File: src/rtl/instr_sequencer_if.sv
// instr_sequencer_if: fetch handshake, register-file and ALU control bundle of instr_sequencer
interface instr_sequencer_if #(
   parameter int D_WIDTH = 32,
   parameter int A_WIDTH = 5
);
   logic [D_WIDTH-1:0] pc;
   logic               fetch_req;
   logic [D_WIDTH-1:0] instr;
   logic               instr_valid;
   logic [A_WIDTH-1:0] ad1;
   logic [A_WIDTH-1:0] ad2;
   logic [A_WIDTH-1:0] ad3;
   logic               we3;
   logic [D_WIDTH-1:0] imm_op;
   logic               alusrc;
   logic [2:0]         aluctrl;
   logic               eq;
   logic               illegal;

   modport master (
      output pc, fetch_req, ad1, ad2, ad3, we3, imm_op, alusrc, aluctrl, illegal,
      input  instr, instr_valid, eq
   );

   modport slave (
      input  pc, fetch_req, ad1, ad2, ad3, we3, imm_op, alusrc, aluctrl, illegal,
      output instr, instr_valid, eq
   );
endinterface

File: src/rtl/instr_sequencer.sv
// instr_sequencer: fetch/decode/execute sequencer for addi, add, sub, beq (bne when INSTR_SEQUENCER_BNE_EN is defined)
module instr_sequencer #(
   parameter int                 D_WIDTH  = 32,
   parameter int                 A_WIDTH  = 5,
   parameter logic [D_WIDTH-1:0] RESET_PC = '0
) (
   input logic               clk,
   input logic               rst,
   instr_sequencer_if.master bus
);
   typedef enum logic [1:0] {FETCH, DECODE, EXEC, TRAP} state_t;
   typedef enum logic [2:0] {OP_ADDI, OP_ADD, OP_SUB, OP_BEQ, OP_BNE} op_t;

   state_t             state_q, state_d;
   op_t                op_q, op_d;
   logic [D_WIDTH-1:0] pc_q, pc_d;
   logic [D_WIDTH-1:0] ir_q, ir_d;
   logic [D_WIDTH-1:0] imm_q, imm_d;
   logic               illegal_q, illegal_d;

   logic [6:0]         opcode;
   logic [2:0]         funct3;
   logic [6:0]         funct7;
   logic               bne_ok;
   logic               is_i, is_b;
   logic               is_addi, is_add, is_sub, is_beq, is_bne, legal;
   logic [D_WIDTH-1:0] imm_i, imm_b;
   logic               writes_rd, taken;

`ifdef INSTR_SEQUENCER_BNE_EN
   assign bne_ok = 1'b1;
`else
   assign bne_ok = 1'b0;
`endif

   assign opcode  = ir_q[6:0];
   assign funct3  = ir_q[14:12];
   assign funct7  = ir_q[31:25];
   assign is_i    = opcode == 7'b0010011;
   assign is_b    = opcode == 7'b1100011;
   assign is_addi = is_i && funct3 == 3'b000;
   assign is_add  = opcode == 7'b0110011 && funct3 == 3'b000 && funct7 == 7'b0000000;
   assign is_sub  = opcode == 7'b0110011 && funct3 == 3'b000 && funct7 == 7'b0100000;
   assign is_beq  = is_b && funct3 == 3'b000;
   assign is_bne  = is_b && funct3 == 3'b001 && bne_ok;
   assign legal   = is_addi || is_add || is_sub || is_beq || is_bne;
   assign imm_i   = {{(D_WIDTH-12){ir_q[31]}}, ir_q[31:20]};
   assign imm_b   = {{(D_WIDTH-13){ir_q[31]}}, ir_q[31], ir_q[7], ir_q[30:25], ir_q[11:8], 1'b0};

   assign writes_rd = op_q == OP_ADDI || op_q == OP_ADD || op_q == OP_SUB;
   assign taken     = (op_q == OP_BEQ && bus.eq) || (op_q == OP_BNE && !bus.eq);

   assign bus.ad1     = ir_q[19:15];
   assign bus.ad2     = ir_q[24:20];
   assign bus.ad3     = ir_q[11:7];
   assign bus.pc      = pc_q;
   assign bus.imm_op  = imm_q;
   assign bus.illegal = illegal_q;

   // State register; reset is asynchronous so an in-flight EXEC never commits its PC update
   always_ff @(posedge clk or posedge rst) begin
      if (rst) begin
         state_q   <= FETCH;
         op_q      <= OP_ADDI;
         pc_q      <= RESET_PC;
         ir_q      <= '0;
         imm_q     <= '0;
         illegal_q <= 1'b0;
      end else begin
         state_q   <= state_d;
         op_q      <= op_d;
         pc_q      <= pc_d;
         ir_q      <= ir_d;
         imm_q     <= imm_d;
         illegal_q <= illegal_d;
      end
   end

   // Next-state and control outputs; datapath controls are only active during EXEC
   always_comb begin
      state_d       = state_q;
      op_d          = op_q;
      pc_d          = pc_q;
      ir_d          = ir_q;
      imm_d         = imm_q;
      illegal_d     = illegal_q;
      bus.fetch_req = state_q == FETCH;
      bus.we3       = 1'b0;
      bus.alusrc    = 1'b0;
      bus.aluctrl   = 3'b000;
      case (state_q)
         FETCH: begin
            if (bus.instr_valid) begin
               ir_d    = bus.instr;
               state_d = DECODE;
            end
         end
         DECODE: begin
            imm_d     = is_i ? imm_i : is_b ? imm_b : '0;
            op_d      = is_addi ? OP_ADDI : is_add ? OP_ADD : is_sub ? OP_SUB : is_beq ? OP_BEQ : OP_BNE;
            illegal_d = !legal;
            state_d   = legal ? EXEC : TRAP;
         end
         EXEC: begin
            bus.alusrc  = op_q == OP_ADDI;
            bus.aluctrl = (op_q == OP_SUB || op_q == OP_BEQ || op_q == OP_BNE) ? 3'b001 : 3'b000;
            bus.we3     = writes_rd && bus.ad3 != '0;
            pc_d        = taken ? pc_q + imm_q : pc_q + D_WIDTH'(4);
            state_d     = FETCH;
         end
         default: ;
      endcase
   end
endmodule

File: src/flat_wrapper.sv
// flat-port wrapper written by rule: the top's interface ports become plain ports
module instr_sequencer_flat 
#(
   parameter int                 D_WIDTH  = 32,
   parameter int                 A_WIDTH  = 5,
   parameter logic [D_WIDTH-1:0] RESET_PC = '0
)
  (clk, rst, bus_pc, bus_fetch_req, bus_ad1, bus_ad2, bus_ad3, bus_we3, bus_imm_op, bus_alusrc, bus_aluctrl, bus_illegal, bus_instr, bus_instr_valid, bus_eq);
  instr_sequencer_if #(.D_WIDTH(D_WIDTH), .A_WIDTH(A_WIDTH)) bus_i ();
  input logic clk;
  input logic rst;
  output wire logic [$bits(bus_i.pc)-1:0] bus_pc;
  output wire logic [$bits(bus_i.fetch_req)-1:0] bus_fetch_req;
  output wire logic [$bits(bus_i.ad1)-1:0] bus_ad1;
  output wire logic [$bits(bus_i.ad2)-1:0] bus_ad2;
  output wire logic [$bits(bus_i.ad3)-1:0] bus_ad3;
  output wire logic [$bits(bus_i.we3)-1:0] bus_we3;
  output wire logic [$bits(bus_i.imm_op)-1:0] bus_imm_op;
  output wire logic [$bits(bus_i.alusrc)-1:0] bus_alusrc;
  output wire logic [$bits(bus_i.aluctrl)-1:0] bus_aluctrl;
  output wire logic [$bits(bus_i.illegal)-1:0] bus_illegal;
  input wire logic [$bits(bus_i.instr)-1:0] bus_instr;
  input wire logic [$bits(bus_i.instr_valid)-1:0] bus_instr_valid;
  input wire logic [$bits(bus_i.eq)-1:0] bus_eq;
  assign bus_pc = bus_i.pc;
  assign bus_fetch_req = bus_i.fetch_req;
  assign bus_ad1 = bus_i.ad1;
  assign bus_ad2 = bus_i.ad2;
  assign bus_ad3 = bus_i.ad3;
  assign bus_we3 = bus_i.we3;
  assign bus_imm_op = bus_i.imm_op;
  assign bus_alusrc = bus_i.alusrc;
  assign bus_aluctrl = bus_i.aluctrl;
  assign bus_illegal = bus_i.illegal;
  assign bus_i.instr = bus_instr;
  assign bus_i.instr_valid = bus_instr_valid;
  assign bus_i.eq = bus_eq;
  instr_sequencer #(.D_WIDTH(D_WIDTH), .A_WIDTH(A_WIDTH), .RESET_PC(RESET_PC)) u_core (.clk(clk), .rst(rst), .bus(bus_i));
endmodule
File: config.mk
export PLATFORM = sky130hd
export DESIGN_NAME = instr_sequencer_flat
export DESIGN_NICKNAME = d
export VERILOG_FILES = /design/src/rtl/instr_sequencer_if.sv /design/src/rtl/instr_sequencer.sv /design/src/flat_wrapper.sv
export SDC_FILE = /design/constraint.sdc
export NUM_CORES = 1
export LEC_CHECK = 0
export ABC_CLOCK_PERIOD_IN_PS = 7600
export CAP_MARGIN = 10
export CORE_MARGIN = 2
export CORE_UTILIZATION = 55
export CTS_BUF_LIST = sky130_fd_sc_hd__clkbuf_4
export DETAILED_ROUTE_END_ITERATION = 7
export HOLD_SLACK_MARGIN = 0.02
export PLACE_DENSITY = 0.84
export SLEW_MARGIN = 20
export SYNTH_ARGS = -nofsm -noshare
export SYNTH_HDL_FRONTEND = slang
export SYNTH_SLANG_ARGS = --single-unit
File: constraint.sdc
create_clock -name clk -period 7.6 [get_ports clk]
set_input_delay 1.52 -clock clk [delete_from_list [all_inputs] [get_ports clk]]
set_output_delay 1.52 -clock clk [all_outputs]
set_load 0.01 [all_outputs]
[Word level (Yosys, flattened, before mapping)]
Index checks and enable logic that the tools add are counted.
Word-level totals
  output and inout port bits: 86
  register bits: 102
  logic and storage cells: 59
Operators by class
  reductions and logical operators: 26
  add/subtract/negate cells: 2
  mux-type cells: 14
  equality and inequality tests: 11
Operator list (number)
  32-bit two-way mux: 3
  32-bit by 3-bit adder with 32-bit output (second input constant): 1
  32-bit adder: 1
  3-bit two-way mux: 5
  7-bit by 6-bit == test with 1-bit output (second input constant): 2
  1-bit logical AND: 8
  1-bit logical OR: 8
  7-bit by 5-bit == test with 1-bit output (second input constant): 1
  7-bit == test (second input constant): 1
  7-bit logical NOT: 1
  3-bit by 2-bit == test with 1-bit output (second input constant): 2
  3-bit logical NOT: 2
  2-bit one-hot mux with 3 select lines: 1
  5-bit nonzero test: 1
  1-bit two-way mux: 4
  2-bit AND reduction: 2
  3-bit by 1-bit == test with 1-bit output (second input constant): 1
  3-bit == test (second input constant): 1
  3-bit nonzero test: 1
  2-bit by 1-bit == test with 1-bit output (second input constant): 1
  2-bit == test (second input constant): 1
  1-bit logical NOT: 2
  2-bit logical NOT: 1
  2-bit two-way mux: 1
  2-bit by 1-bit inequality test with 1-bit output (second input constant): 1

[Longest topological paths before layout]
Gate-level depths: netlist (run 1).
  word-level depth: 8
  gate-level depth with buffers: 11

[Worst setup path after synthesis (run 1)]
Ideal clock, no wire load.
  path type: flip-flop to flip-flop
  from: reg, netlist name u_core.bus.imm_op[30]
  to: reg u_core.pc_q[24], in the netlist u_core.bus.pc[24]
  data arrival time: 3.048 ns
  cell stages (with the launch flop): 10
  setup time: 0.094 ns
  path slack: 4.458 ns
  cell sequence: dfrtp_1 ha_1 a21o_1 a21o_1 a211o_1 o221ai_2 a21oi_1 o41ai_2 xor2_1 a211oi_1
RTL lines
  end signal: assignment: RTL line instr_sequencer.sv:72  | pc_q <= pc_d;
  end: declaration: RTL line instr_sequencer.sv:16  | logic [D_WIDTH-1:0] pc_q, pc_d;

[Worst setup path in the final report (run 1)]
  from: reg u_core.state_q[0]
  to: out bus_we3
On the way
  cells in the longest elaborated chain, start to end: 2
Ends and longest elaborated chain
  start: declaration: RTL line instr_sequencer.sv:14  | state_t state_q, state_d;
  start signal: assignment: RTL line instr_sequencer.sv:70  | state_q <= state_d;
  2-bit == test: RTL line instr_sequencer.sv:91  | case (state_q)
  1-bit two-way mux: RTL line instr_sequencer.sv:91
  end: declaration: RTL line flat_wrapper.sv:17  | output wire logic [$bits(bus_i.we3)-1:0] bus_we3;
No other way between the ends.

==> results of run 1 <==
routing by layer:
metal | vias to the layer above | share of wire [%]
met3 | 40 | 6.7
met4 | 0 | 2.7
met1 | 2723 | 42
met2 | 215 | 49
li1 | 2758 | -
met5 | - | 0
synth_stat cells (5+ instances only):
| master | number |
|---|---|
| a211oi_1 | 6 |
| a21o_1 | 15 |
| a21oi_1 | 59 |
| a22oi_1 | 6 |
| a31oi_1 | 9 |
| and3_1 | 12 |
| buf_2 | 7 |
| buf_4 | 36 |
| clkbuf_1 | 22 |
| dfrtp_1 | 83 |
| ha_1 | 35 |
| inv_1 | 34 |
| mux2_2 | 34 |
| nand2_1 | 71 |
| nand3_1 | 19 |
| nand4_1 | 9 |
| nor2_1 | 47 |
| nor3_1 | 20 |
| o211ai_1 | 7 |
| o21a_1 | 11 |
| o21ai_0 | 63 |
| o21ai_1 | 5 |
| o22ai_1 | 11 |
| or3_1 | 7 |
| xnor2_1 | 14 |
| xor2_1 | 6 |
per-stage QoR:
stage,area (um^2),worst slack [ps]
after floorplan,6200,3940
after CTS,7330,3430
after global placement,7220,4030
final,7330,3420
after global routing,7330,3240
after detailed placement,7220,3950
how the worst min path moves through the flow:
stage | from | endpoint | slack (ps) | cells past startpoint
after floorplan | u_core.ir_q[25] | u_core.bus.imm_op[5] | 470 | 2
after global placement | u_core.bus.pc[31] | u_core.bus.pc[31] | 470 | 1
after detailed placement | u_core.bus.pc[31] | u_core.bus.pc[31] | 470 | 1
after CTS | u_core.bus.pc[31] | u_core.bus.pc[31] | 490 | 1
after global routing | u_core.bus.pc[31] | u_core.bus.pc[31] | 530 | 1
final | u_core.bus.pc[31] | u_core.bus.pc[31] | 490 | 1
registers in the layout, indices dropped and copies added, names as in the netlist:
signal,cells
u_core.ir_q,32
u_core.state_q,2
u_core.op_q,3
u_core.bus.imm_op,13
u_core.bus.pc,32
u_core.bus.illegal,1
cells by family (layout without fill, tap and decap cells):
group / after synthesis / count (layout)
compound gates: 233 / 233
xor+xnor: 20 / 20
fa+ha+maj: 36 / 36
buf+inv: 102 / 174
flops: 83 / 83
mux: 38 / 38
other cells: 1 / 2
simple gates: 213 / 213
critical path, cell delays in order, from the launching register on:
cell	delay [ps]
dfrtp_1	420
inv_1	110
ha_2	170
buf_4	470
nand2_1	170
a211oi_1	250
clkdlybuf4s50_1	570
final cells by class:
type	count	area, um^2
fill	901	3600
sequential	83	2080
inverter	34	129
tap	140	175
timing repair buffer	124	1230
clock buffer	10	75.1
clock inverter	6	32.5
multi-input combinational	542	3610
power by group through the flow:
| stage | clock network, W | registers (W) | logic (W) |
|---|---|---|---|
| after floorplan | 0 | 0.000450 | 0.0000178 |
| after detailed placement | 0 | 0.000450 | 0.0000405 |
| after global placement | 0 | 0.000450 | 0.0000394 |
| after global routing | 0.000241 | 0.000442 | 0.0000454 |
| after CTS | 0.000227 | 0.000442 | 0.0000407 |
| final | 0.000222 | 0.000442 | 0.0000403 |
==> results.json, run 1 <==
{
  "synth-xor-area-share_pct": 2.83,
  "synth_mux_area_share_pct": 6.82,
  "r2r_slack_ps": 4490,
  "globalRouteTotalUtil_pct": 28.3,
  "status": "completed",
  "first_global_vias": 5461,
  "grt-busiest-layer": "met2",
  "start_kind": "register",
  "dp.cells": 923,
  "area_growth_pct": 18.3,
  "io_buffers": 119,
  "async_flop_share_pct": 100,
  "die_area_um2": 12100,
  "fin_crit_ps": 4180,
  "dr.pass1.iters": 5,
  "grt_use_met2_pct": 47.1,
  "holdWs_ps": 493,
  "timing.slew.headroom_pct": 50.3,
  "antenna_cells": 0,
  "detail_route.wirelength_mm": 16.6,
  "cp-startpoint": "u_core.state_q[0]",
  "p_comb_share_pct": 5.7,
  "grt_overflow": 0,
  "path_clk_slew_ps": 130,
  "yosysSeqAreaShare_pct": 33.5,
  "cts_tree": "yes",
  "setup_tns_ps": 0,
  "clockBufferDepth": 2,
  "powerDensity_nw_per_um2": 96.0,
  "cp.arrival_ps": 2660,
  "hold_viol": 0,
  "synth_area_leader_cell": "dfrtp_1",
  "yosysTopAreaCellShare_pct": 33.5,
  "ctsHoldBuffers": 0,
  "synthFlopType": "dfrtp_1",
  "seq_power_share_pct": 62.7,
  "worstRegToRegCells": 10,
  "crit_type": "register to output port",
  "cts_resized": 0,
  "internal_power_w": 0.000529,
  "reg2reg_from": "u_core.bus.imm_op[30]",
  "fmaxAchievable_mhz": 239,
  "synthAdderAreaFrac_pct": 7.39,
  "drcViolationCount": 0,
  "synth_area_leaders": "dfrtp_1, ha_1, mux2_2",
  "clkPwrFrac_pct": 31.5,
  "max-vdd-ir-drop_v": 0.000126,
  "ant_nets": 0,
  "worstHoldPathType": "register to register",
  "start_util_pct": 56.7,
  "final_cell_mix": "clkdlybuf4s50_1, dfrtp_1, nand2_1",
  "synth_edf_count": 0,
  "gp_congestion": 0.974,
  "die_h_um": 110,
  "use_met3_pct": 4.53,
  "rsz0062_at_grt": "false",
  "switching_share_pct": 24.8,
  "io_pins": 122,
  "h-tree-depth": 3,
  "drive_above_1_share_pct": 8.76,
  "instances_no_fill": 939,
  "cts_setup_buffers": 0,
  "netlist-cell-type-count": 69,
  "grt_pass1_wl_mm": 26.6,
  "ys_seq_elements": 83,
  "core_um2": 10900,
  "layout.nets": 866,
  "fin_util_pct": 67.1,
  "cts-buffers-inserted": 9,
  "drt-vias-per-instance": 6.11,
  "total_power_w": 0.000704,
  "antenna_found_initial": 0,
  "synth_simple_gate_area_share_pct": 16.9,
  "cp_max_fo": 63,
  "maxCapViolations": 0,
  "die_w_um": 110,
  "rr_endpoint": "u_core.bus.pc[24]",
  "dp_hpwl_mm": 12.5,
  "final.period_utilization_pct": 55.0,
  "layout_commonest_cell": "clkdlybuf4s50_1",
  "syn-instance-count": 726,
  "synth_area_um2": 6200,
  "cp-endpoint": "bus_we3",
  "worstPathRequired_ps": 6080,
  "vias": 5736,
  "grt_start_max_net_pins": 84,
  "setup_viol": 0,
  "synth_top_family_by_area": "compound AO/OA/AOI/OAI gates",
  "syn_avg_cell_area_um2": 8.54,
  "rows": 38,
  "drtIter0Drc": 585,
  "critPathCaptureType": "output port",
  "yosysWarnings": 0,
  "skew_ps": 16.2,
  "clockRootBuffer": "clkbuf_4",
  "synth_compound_area_share_pct": 24.0,
  "routedWlPerCell_um": 17.7,
  "p_leak_nw": 3.24,
  "clkLatencyLatePin_ps": 460,
  "worst_pin_slew_ps": 746,
  "p_switching_w": 0.000175,
  "drv_slew": 0,
  "clock-sinks": 83,
  "grt_use_met1_pct": 36.4
}
No activity file was read; power rests on OpenSTA's default activity.
==> run 2, diff against run 1 <==
--- a/config.mk
+++ b/config.mk
@@ -5,14 +5,14 @@
 export SDC_FILE = /design/constraint.sdc
 export NUM_CORES = 1
 export LEC_CHECK = 0
-export ABC_CLOCK_PERIOD_IN_PS = 7600
+export ABC_CLOCK_PERIOD_IN_PS = 3500
 export CAP_MARGIN = 10
 export CORE_MARGIN = 2
-export CORE_UTILIZATION = 55
+export CORE_UTILIZATION = 49
 export CTS_BUF_LIST = sky130_fd_sc_hd__clkbuf_4
 export DETAILED_ROUTE_END_ITERATION = 7
 export HOLD_SLACK_MARGIN = 0.02
-export PLACE_DENSITY = 0.84
+export PLACE_DENSITY = 0.79
 export SLEW_MARGIN = 20
 export SYNTH_ARGS = -nofsm -noshare
 export SYNTH_HDL_FRONTEND = slang
==> constraint.sdc (replaced) <==
create_clock -name clk -period 3.5 [get_ports clk]
set_input_delay 0.7 -clock clk [delete_from_list [all_inputs] [get_ports clk]]
set_output_delay 0.7 -clock clk [all_outputs]
set_load 0.01 [all_outputs]
==> run 2 against run 1 <==
Compared with the run above:
- clock-buffer cell count down 1
- clock skew increased by 4.6 ps
- combinational power rose by 130%
- total power grew 130%
- largest power group unchanged
- via count is 0.35% lower
- final cell count increased by 3.6%
- non-clock buffer count rose by 2
- critical endpoint is now u_core.bus.pc[22]
- global-route usage down 2.8 points
==> results.json, run 2 (synthesis results as in run 1) <==
{
  "die_h_um": 116,
  "drcViolationCount": 0,
  "rr_endpoint": "u_core.bus.pc[22]",
  "fin_crit_ps": 3030,
  "antenna_found_initial": 0,
  "setup_tns_ps": 0,
  "globalRouteTotalUtil_pct": 25.5,
  "max_stage_delay_ps": 400,
  "clock-sinks": 83,
  "max-vdd-ir-drop_v": 0.000250,
  "area_growth_pct": 19.7,
  "cp.depth": 11,
  "path_buf_inv": 1,
  "cp_top_family": "compound AO/OA/AOI/OAI gates",
  "fmaxAchievable_mhz": 330,
  "io_buffers": 119,
  "cts-buffers-inserted": 9,
  "reg2reg_from": "u_core.bus.imm_op[0]",
  "antenna_cells": 0,
  "start_kind": "register",
  "powerDensity_nw_per_um2": 214,
  "worstHoldPathType": "input pin to asynchronous set/reset pin",
  "hold_viol": 0,
  "core_um2": 12500,
  "ctsHoldBuffers": 0,
  "maxCapViolations": 0,
  "clkLatencyLatePin_ps": 480,
  "die_area_um2": 13600,
  "cp_slowest_cell": "dfrtp_1",
  "detail_route.wirelength_mm": 16.7,
  "layout_commonest_cell": "clkdlybuf4s50_1",
  "p_leak_nw": 3.26,
  "dp_hpwl_mm": 12.4,
  "grt_pass1_wl_mm": 27.3,
  "dpl_cell_area_um2": 7300,
  "critPathCaptureType": "register",
  "ant_nets": 0,
  "clockBufferDepth": 2,
  "first_global_vias": 5506,
  "cts_tree": "yes",
  "dr.pass1.iters": 5,
  "grt_start_max_net_pins": 78,
  "path_clk_slew_ps": 150,
  "final.period_utilization_pct": 86.7,
  "worst_pin_slew_ps": 637,
  "instances_no_fill": 973,
  "r2r_slack_ps": 470,
  "stdcell_area_um2": 7420,
  "vias": 5716,
  "grt_overflow": 0,
  "cp.arrival_ps": 3430,
  "rsz0062_at_grt": "false",
  "routedWlPerCell_um": 17.2,
  "worstPathRequired_ps": 3900,
  "drive_above_1_share_pct": 9.24,
  "final_cell_mix": "clkdlybuf4s50_1, dfrtp_1, nand2_1",
  "layout.nets": 868,
  "cp_max_fo": 3,
  "start_util_pct": 49.7,
  "skew_ps": 20.9,
  "drt-vias-per-instance": 5.87,
  "rows": 41,
  "clockRootBuffer": "clkbuf_4",
  "io_pins": 122,
  "h-tree-depth": 3,
  "cts_resized": 0,
  "gp_congestion": 0.913,
  "die_w_um": 116,
  "fin_util_pct": 59.5,
  "timing.slew.headroom_pct": 57.2,
  "dp.cells": 957,
  "crit_chain": "ha_1 -> inv_1 -> fa_1 -> nor2b_1 -> o211ai_1 -> a211oi_2 -> o211a_1 -> o21ai_0 -> nor3_1 -> mux2_2 -> o22ai_1",
  "drtIter0Drc": 379,
  "worstRegToRegCells": 11,
  "cts_setup_buffers": 0,
  "status": "completed",
  "setup_viol": 0,
  "drv_slew": 0,
  "crit_type": "register to register"
}
run 2: cell type report:
| cell class | instances | area, um^2 |
|---|---|---|
| repair buffers | 126 | 1270 |
| inverters | 34 | 129 |
| clock buffers | 9 | 67.6 |
| clock inverters | 7 | 50.0 |
| flip-flops and latches | 83 | 2080 |
| fillers | 1100 | 5050 |
| well taps | 172 | 215 |
| multi-input cells | 542 | 3610 |
run 2: worst max-delay path by stage:
stage,startpoint,endpoint,slack (ps)
3_3_place_gp,u_core.bus.imm_op[0],u_core.bus.pc[22],620
3_5_place_dp,bus_eq,u_core.bus.pc[31],570
2_1_floorplan,u_core.bus.imm_op[30],u_core.bus.pc[24],360
4_1_cts,u_core.state_q[0],bus_aluctrl[0],470
5_1_grt,u_core.bus.imm_op[0],u_core.bus.pc[30],280
6_report,u_core.bus.imm_op[0],u_core.bus.pc[22],470
run 2: report_power, final:
part | switching, W | internal, W
clock | 0.000391 | 0.000148
sequential | 0 | 0.000959
combinational | 0.0000461 | 0.0000459
run 2: worst reg2reg max path: stages, from the launching register on:
cell      delay (ps)
dfrtp_1          400
ha_1             230
inv_1             70
fa_1             400
nor2b_1          170
o211ai_1         200
a211oi_2         390
o211a_1          270
o21ai_0          130
nor3_1           200
mux2_2           370
o22ai_1          140
run 2: metal layers:
layer / wire, um / GRT usage, % / vias to the layer above
li1: - / - / 2758
met1: 7050 / 32.4 / 2719
met2: 8080 / 41.5 / 204
met3: 1180 / 5.86 / 35
met4: 436 / 11.3 / 0
met5: 0 / 0 / -
run 2: per-stage QoR:
step	setup WS [ps]	hold WS, ps	power [W]
2_1_floorplan	358	467	0.00102
3_3_place_gp	623	478	0.00107
3_5_place_dp	569	468	0.00107
4_1_cts	470	386	0.00160
5_1_grt	276	414	0.00165
6_report	465	408	0.00159
